**config.mk**
```make
export PLATFORM = sky130hd
export DESIGN_NAME = hc595_chain_rx
export DESIGN_NICKNAME = d
export VERILOG_FILES = /design/src/rtl/hc595_chain_rx.sv
export SDC_FILE = /design/constraint.sdc
export NUM_CORES = 1
export LEC_CHECK = 0
export ABC_AREA = 0
export CORE_ASPECT_RATIO = 0.9
export CORE_MARGIN = 5
export CORE_UTILIZATION = 39
export CTS_BUF_LIST = sky130_fd_sc_hd__clkbuf_16
export DETAILED_ROUTE_END_ITERATION = 6
export PLACE_DENSITY = 0.66
export SETUP_SLACK_MARGIN = 0.5
export SLEW_MARGIN = 15
export SYNTH_ARGS = -nofsm -noshare
export SYNTH_HDL_FRONTEND = slang
export SYNTH_SLANG_ARGS = --single-unit
```
**constraint.sdc**
```tcl
create_clock -name clk_in -period 4.6 [get_ports clk_in]
set_input_delay 0.46 -clock clk_in [delete_from_list [all_inputs] [get_ports clk_in]]
set_output_delay 0.46 -clock clk_in [all_outputs]
set_load 0.01 [all_outputs]
```
**src/rtl/hc595_chain_rx.sv**
```systemverilog
// hc595_chain_rx -- behavioural receive side of a two-device 74HC595 chain.
//
// Oversamples the driver's SCK/SER/RCK lines on the system clock, shifts
// and latches like the real chain does, then decodes each latched word
// (active-low one-hot digit select in the upper byte, segments in the
// lower byte) into a per-digit segment memory.
//
// Ports:
//   clk_in       system clock
//   rst_n_in     asynchronous active-low reset
//   sclk_in      595 SCK (asynchronous)
//   sdio_in      595 SER
//   rclk_in      595 RCK (asynchronous)
//   shift_q      current shift-register contents
//   par_out      storage-register contents
//   latch_pulse  one-cycle pulse when par_out updates
//   digit_upd    one-cycle pulse when a digit slot is written
//   digit_idx    index of the last written slot
//   digits_out   segment memory, slot i at [SEG_BITS*i +: SEG_BITS]
//   frame_err    last frame's bit count differed from CHAIN_BITS
//   err_cnt      saturating count of bad frames

// Per-line synchronizer plus previous-sample flop for rising-edge detect.
module hc595_sync #(
  parameter int STAGES = 2
) (
  input  logic clk_in,
  input  logic rst_n_in,
  input  logic d,
  output logic q,
  output logic rise
);
  logic [STAGES-1:0] pipe;
  logic              prev;

  always_ff @(posedge clk_in or negedge rst_n_in) begin
    if (!rst_n_in) begin
      pipe <= '0;
      prev <= 1'b0;
    end else begin
      pipe <= {pipe[STAGES-2:0], d};
      prev <= pipe[STAGES-1];
    end
  end

  assign q    = pipe[STAGES-1];
  assign rise = pipe[STAGES-1] & ~prev;
endmodule

module hc595_chain_rx #(
  parameter int SEG_BITS    = 8,
  parameter int SEL_BITS    = 8,
  parameter int SYNC_STAGES = 2
) (
  input  logic                               clk_in,
  input  logic                               rst_n_in,
  input  logic                               sclk_in,
  input  logic                               sdio_in,
  input  logic                               rclk_in,
  output logic [SEL_BITS+SEG_BITS-1:0]       shift_q,
  output logic [SEL_BITS+SEG_BITS-1:0]       par_out,
  output logic                               latch_pulse,
  output logic                               digit_upd,
  output logic [$clog2(SEL_BITS)-1:0]        digit_idx,
  output logic [SEL_BITS*SEG_BITS-1:0]       digits_out,
  output logic                               frame_err,
  output logic [7:0]                         err_cnt
);
  localparam int CHAIN_BITS = SEL_BITS + SEG_BITS;
  localparam int IDX_W      = $clog2(SEL_BITS);
  localparam int CNT_W      = IDX_W + 1;

  // Line order in the sync array: 0 = sclk, 1 = sdio, 2 = rclk. All three
  // share the same depth so sdio is aligned with the sclk edge it belongs to.
  logic [2:0] lines, syncd, rise;
  assign lines = {rclk_in, sdio_in, sclk_in};

  hc595_sync #(.STAGES(SYNC_STAGES)) u_sync [2:0] (
    .clk_in   (clk_in),
    .rst_n_in (rst_n_in),
    .d        (lines),
    .q        (syncd),
    .rise     (rise)
  );

  logic sclk_rise, rclk_rise, sdio_s;
  assign sclk_rise = rise[0];
  assign sdio_s    = syncd[1];
  assign rclk_rise = rise[2];

  logic [7:0] bit_cnt;
  logic       bad_len;
  assign bad_len = (bit_cnt != 8'(CHAIN_BITS));

  // Shift / latch. On a coincident sclk+rclk edge the latch takes the
  // pre-shift value (non-blocking read of shift_q) and the shifted-in bit
  // is counted towards the next frame.
  always_ff @(posedge clk_in or negedge rst_n_in) begin
    if (!rst_n_in) begin
      shift_q     <= '0;
      par_out     <= '0;
      bit_cnt     <= '0;
      latch_pulse <= 1'b0;
      frame_err   <= 1'b0;
      err_cnt     <= '0;
    end else begin
      latch_pulse <= rclk_rise;
      if (sclk_rise)
        shift_q <= {shift_q[CHAIN_BITS-2:0], sdio_s};
      if (rclk_rise) begin
        par_out   <= shift_q;
        frame_err <= bad_len;
        bit_cnt   <= sclk_rise ? 8'd1 : 8'd0;
        if (bad_len && err_cnt != 8'hFF)
          err_cnt <= err_cnt + 8'd1;
      end else if (sclk_rise && bit_cnt != 8'hFF) begin
        bit_cnt <= bit_cnt + 8'd1;
      end
    end
  end

  // Digit decode of the latched word: valid only for exactly one low bit.
  logic [SEL_BITS-1:0] sel;
  logic [SEG_BITS-1:0] seg;
  logic [CNT_W-1:0]    zero_cnt;
  logic [IDX_W-1:0]    zero_idx;
  logic                sel_ok;

  assign sel = par_out[CHAIN_BITS-1:SEG_BITS];
  assign seg = par_out[SEG_BITS-1:0];

  always_comb begin
    zero_cnt = '0;
    zero_idx = '0;
    for (int i = 0; i < SEL_BITS; i++) begin
      if (!sel[i]) begin
        zero_cnt = zero_cnt + CNT_W'(1);
        zero_idx = IDX_W'(i);
      end
    end
  end
  assign sel_ok = (zero_cnt == CNT_W'(1));

  logic [SEL_BITS-1:0][SEG_BITS-1:0] mem;
  assign digits_out = mem;

  always_ff @(posedge clk_in or negedge rst_n_in) begin
    if (!rst_n_in) begin
      mem       <= '1;
      digit_idx <= '0;
      digit_upd <= 1'b0;
    end else begin
      digit_upd <= 1'b0;
      if (latch_pulse && sel_ok) begin
        mem[zero_idx] <= seg;
        digit_idx     <= zero_idx;
        digit_upd     <= 1'b1;
      end
    end
  end
endmodule
```
; ---- After elaboration in Yosys (flattened, before gate mapping)
; Cells that the tools add are included.
[totals]
reg_bits = 126
in_bits = 5
output_inout_bits = 110
elab_cells = 68
[op_classes]
add_sub_neg = 9
magnitude_cmp = 2
n_eq_ne = 4
muxes = 22
bitwise_logic = 4
reduce_logical = 6
[op_table]
columns = cell, n
row1 = $bwmux 64, 1
row2 = $add 4x1->4 const B, 7
row3 = $mux 4, 7
row4 = $demux 8 s3, 1
row5 = $mux 8, 3
row6 = $mux 3, 6
row7 = $add 8x1->8 const B, 2
row8 = $ne 8x8->1 const B, 2
row9 = $ne 8x5->1 const B, 1
row10 = $eq 4x1->1 const B, 1
row11 = $logic_and 1x1->1, 4
row12 = $lt 3x4->1 const B, 1
row13 = $mux 1, 4
row14 = $ge 3x1->1 const B, 1
row15 = $and 1x1->1, 2
row16 = $not 1->1, 2
row17 = $reduce_and 2->1, 1
row18 = $reduce_bool 2->1, 1

; ---- Logic depth before layout (Yosys ltp)
[logic_depth]
depth_word = 18
mapped_depth = 23
depth_no_buf = 21

; ---- Modules after synthesis
; From an unflattened synthesis, not the netlist that was laid out.
[hier_totals]
hier_cells = 388
area_unflattened_um2 = 5472.7
[modules_own_cells]
columns = module, instances, cells_each, area_each_um2
row1 = hc595_chain_rx, 1, 376, 5206.2
row2 = hc595_sync, 3, 4, 88.8

; ---- Least setup slack after synthesis
; OpenSTA, ideal clock, no wires.
[synth_path]
path_type = reg-to-reg
startpoint = register par_out[8]
endpoint = register mem (netlist bit digits_out[40])
setup_ns = 0.082
arrival_ns = 4.298
required_time_ns = 4.518
path_slack_ns = 0.220
path_stages_with_launch = 20
period_less_slack_ns = 4.380
path_cell_list = dfrtp_1 -> inv_1 -> ha_1 -> nand2b_1 -> and2_1 -> ha_1 -> nand2b_1 -> nand2_1 -> ha_1 -> nor2_1 -> a31oi_1 -> ha_1 -> nor2_1 -> a21o_1 -> or4_1 -> or3_1 -> mux2_2 -> or4_4 -> buf_6 -> mux2_4
[synth_between]
elab_chain_cells = 17
[synth_lines]
columns = item, line
row1 = "start, declared", 61  ; output logic [SEL_BITS+SEG_BITS-1:0] par_out,
row2 = "start signal, assigned", 111  ; par_out <= shift_q;
row3 = $mux 1 *, 136  ; if (!sel[i]) begin
row4 = $add 4x1->4, 137  ; zero_cnt = zero_cnt + CNT_W'(1);
row5 = $mux 4 *, 136
row6 = $add 4x1->4, 137
row7 = $mux 4 *, 136
row8 = $add 4x1->4, 137
row9 = $mux 4 *, 136
row10 = $add 4x1->4, 137
row11 = $mux 4 *, 136
row12 = $add 4x1->4, 137
row13 = $mux 4 *, 136
row14 = $add 4x1->4, 137
row15 = $mux 4 *, 136
row16 = $add 4x1->4, 137
row17 = $mux 4 *, 136
row18 = $eq 4x1->1 *, 142  ; assign sel_ok = (zero_cnt == CNT_W'(1));
row19 = $logic_and 1x1->1 *, 154  ; if (latch_pulse && sel_ok) begin
row20 = "end signal, assigned by index", 155  ; mem[zero_idx] <= seg;
row21 = "end, declared", 144  ; logic [SEL_BITS-1:0][SEG_BITS-1:0] mem;
; Every way passes the cells marked *; elsewhere a longest branch is shown, timed or not.
; A chain may end at the register's enable or synchronous reset.

; ---- Final worst setup path
; Ends and elaborated chain as after synthesis.

==> flow_summary.ini <==
[status]
status = completed

[routing]
routedWlPerCell_um = 18.5
via_count = 3643
drt_wl_total_um = 13300
first_pass_iters = 4
drc = 0
ant_nets = 0
viasPerCell = 5.07
first_iter_violations = 221

[floorplanning]
rows = 41
initial_core_util_pct = 39.4
die_w_um = 135
die_h_um = 122
fp.coreArea_um2 = 13900
die_area_um2 = 16400
io_pins = 115

[final_layout]
antennaDiodeCount = 0
drive_gt1_share_pct = 43.2
syn_to_final_growth_pct = 43.8
fill_cells = 1130
layout.nets = 548

[timing]
fmax_mhz = 231
fin_crit_ns = 4.33
final.period_utilization_pct = 94.2
finClkSkew_ns = 0.0112
final-hold-violation-count = 0
worst_pin_slew_ns = 0.790
drv_slew = 0
setup_tns_ns = 0
finalWorstSetupSlack_ns = 0.266
finalSetupViolCount = 0
slew_headroom_pct = 47.2
rsz0062_at_grt = yes

[setup_path]
crit_fanout = 8
crit_start = par_out[8]
crit_arrival_ns = 4.67
critPathKind = register to register
cp_data_required_time_ns = 4.94
r2r-start = par_out[8]
crit_path_start_kind = register
cp-end-kind = register

[synth]
yosysTopAreaCell = dfstp_2
synth_top_cell_area_share_pct = 30.8
synth_fp_nets = 398
synthAdderAreaFrac_pct = 2.30
ys_seq_area_share_pct = 59.3
synth-simple-area-share_pct = 8.58
synth_warnings = 0
synth_compound_area_share_pct = 3.88
synthXorXnorAreaFrac_pct = 3.92
ys_ff_latch = 126
synthMuxAreaShare_pct = 20.2
synth_area_um2 = 5450
synth_cell_type_count = 55
yosys-top-cells-area = dfstp_2 31%, dfrtp_1 28%, mux2_2 18%
synthCells = 383
synth_edf_count = 0
ys.flop_type = dfstp_2
syn_area_per_cell_um2 = 14.2
synth_top_family_by_area = multiplexers
async_flop_share_pct = 100

[global_routing]
antenna_found_initial = 0
overflow = 0
grt_max_degree = 62
grt_usage_pct = 16.2
grt_pass1_wl_um = 20400
grt_pass1_vias = 3741

[cts]
insertion_delay_ns = 0.41
cts_buffer_depth = 2
cts_root_buf = clkbuf_16
path_clk_slew_ns = 0.05
cts_buffers = 17
clock-sinks = 126
cts_tree = done
htree_levels = 4

[pwr]
power.density_nw_per_um2 = 805
p_leak_nw = 3.30
peakVddDrop_v = 0.000585

[job]
maxCapViolations = 0

[min_path]
hp-class = primary input to async pin

[placement]
post-place-ws_ns = 0.153
gp_congestion = 0.818
port_buffers = 114
dp_hpwl_um = 8780
-- logic make-up (layout without fill, tap and decap cells) --
| family | count (synthesis) | after routing |
|---|---|---|
| multiplexers | 95 | 95 |
| buffers and inverters | 23 | 186 |
| adder cells (fa/ha/maj) | 10 | 10 |
| XOR/XNOR | 21 | 21 |
| flip-flops | 126 | 126 |
| AND/OR/NAND/NOR | 77 | 77 |
| AO/OA/AOI/OAI | 31 | 31 |
-- metrics by stage --
stage | total power, mW | utilization [%] | instance area (um^2) | cells | hold WS [ns]
4_1_cts | 5.75 | 54.5 | 7550 | 709 | 0.154
2_1_floorplan | 3.52 | - | 5560 | 383 | 0.164
5_1_grt | 6.71 | 56.6 | 7840 | 718 | 0.193
3_5_place_dp | 4.36 | 50.0 | 6920 | 666 | 0.335
6_report | 6.31 | 56.6 | 7840 | 718 | 0.145
3_3_place_gp | 4.29 | 50.0 | 6920 | 666 | 0.332
-- worst paths after layout --
| path | end | slack (ns) | cells after the start |
|---|---|---|---|
| worst max-delay path | digits_out[40] | 0.27 | 21 |
| worst min-delay path | bit_cnt[5] | 0.15 | 1 |
| worst max register to register | digits_out[40] | 0.27 | 21 |
| worst min register to register | u_sync[0].pipe[1] | 0.35 | 0 |
| max in group asynchronous | digits_out[32] | 3.52 | 2 |
| min in group clk_in | u_sync[0].pipe[1] | 0.35 | 0 |
-- placed cells by master, fill, tap and decap left out, drive strengths merged, types with 4 or more instances in the layout --
cell type / Yosys / routed
o21ai: 9 / 9
mux2: 94 / 94
nor2: 10 / 10
dfstp: 64 / 64
clkbuf: 7 / 17
clkinv: 0 / 9
nand3: 4 / 4
xor2: 7 / 7
dfrtp: 62 / 62
nand4: 8 / 8
nor4b: 5 / 5
clkdlybuf4s50: 0 / 113
nand2: 19 / 19
buf: 7 / 32
ha: 10 / 10
nand2b: 6 / 6
nor2b: 6 / 6
xnor2: 12 / 12
inv: 9 / 14
-- cells in the mapped netlist, types with 2 or more instances --
cell type / instances
and3_1: 3
ha_1: 10
nand4_1: 8
clkbuf_1: 7
a211oi_1: 2
nand2_1: 19
inv_1: 9
buf_1: 2
nor4_2: 2
o22a_1: 2
dfrtp_1: 62
a31oi_1: 2
dfstp_2: 64
nor4b_1: 2
and4_1: 2
nor4b_2: 3
a21oi_1: 3
nand2b_1: 6
o21ai_0: 9
mux2_4: 8
nor2b_1: 6
nor2_1: 10
xor2_1: 7
xnor2_1: 12
mux2_2: 86
or3_1: 2
buf_2: 3
nand3_1: 4
a21o_1: 2
-- sequential cells by signal (all words and copies together), names as in the netlist --
register and flops:
digits_out 64, bit_cnt 8, latch_pulse 1, digit_idx 3, u_sync.prev 2, u_sync.pipe 6, par_out 16, err_cnt 8
shift_q 16, digit_upd 1, frame_err 1
-- timing repair --
action	CTS	global route
hold buffers	0	0
pin swaps	11	14
setup endpoints to repair	67	68
gates resized for setup	11	57
setup buffers	11	9
-- per-layer routing --
layer / track usage (%) / wire length, um
met5: 0 / 0
met3: 4.83 / 503
met4: 5.73 / 121
met2: 25.9 / 6590
met1: 20.9 / 6050
-- critical path, stage by stage (launching register included) --
cell and delay, ns:
dfrtp_1 0.38, inv_2 0.07, ha_4 0.28, xnor2_4 0.18, ha_4 0.23, nand2b_4 0.08
nand2_4 0.05, ha_4 0.27, nor2_4 0.03, a31oi_1 0.19, ha_1 0.25, nor2_1 0.09
a21o_1 0.15, nor2_1 0.06, ha_1 0.33, o21a_1 0.12, ha_2 0.17, a21o_1 0.13
nand3_2 0.11, buf_6 0.15, or4_4 0.59, mux2_4 0.34
-- cell type report --
cell class              count  area [um^2]  share of cell area [%]
flip-flops and latches    126         3230                    41.3
multi-input cells         234         2460                    31.4
well taps                 172          215                    2.75
clock buffers              17          425                    5.43
clock inverters            15         67.6                   0.862
inverters                   9         33.8                   0.431
repair buffers            145         1400                    17.9
-- power breakdown --
group          internal (mW)  total (mW)  switching [mW]
Combinational           2.00        3.54            1.54
Sequential              1.32        1.65           0.329
Clock                  0.662        1.12           0.453
(Power assumes the default switching activity.)
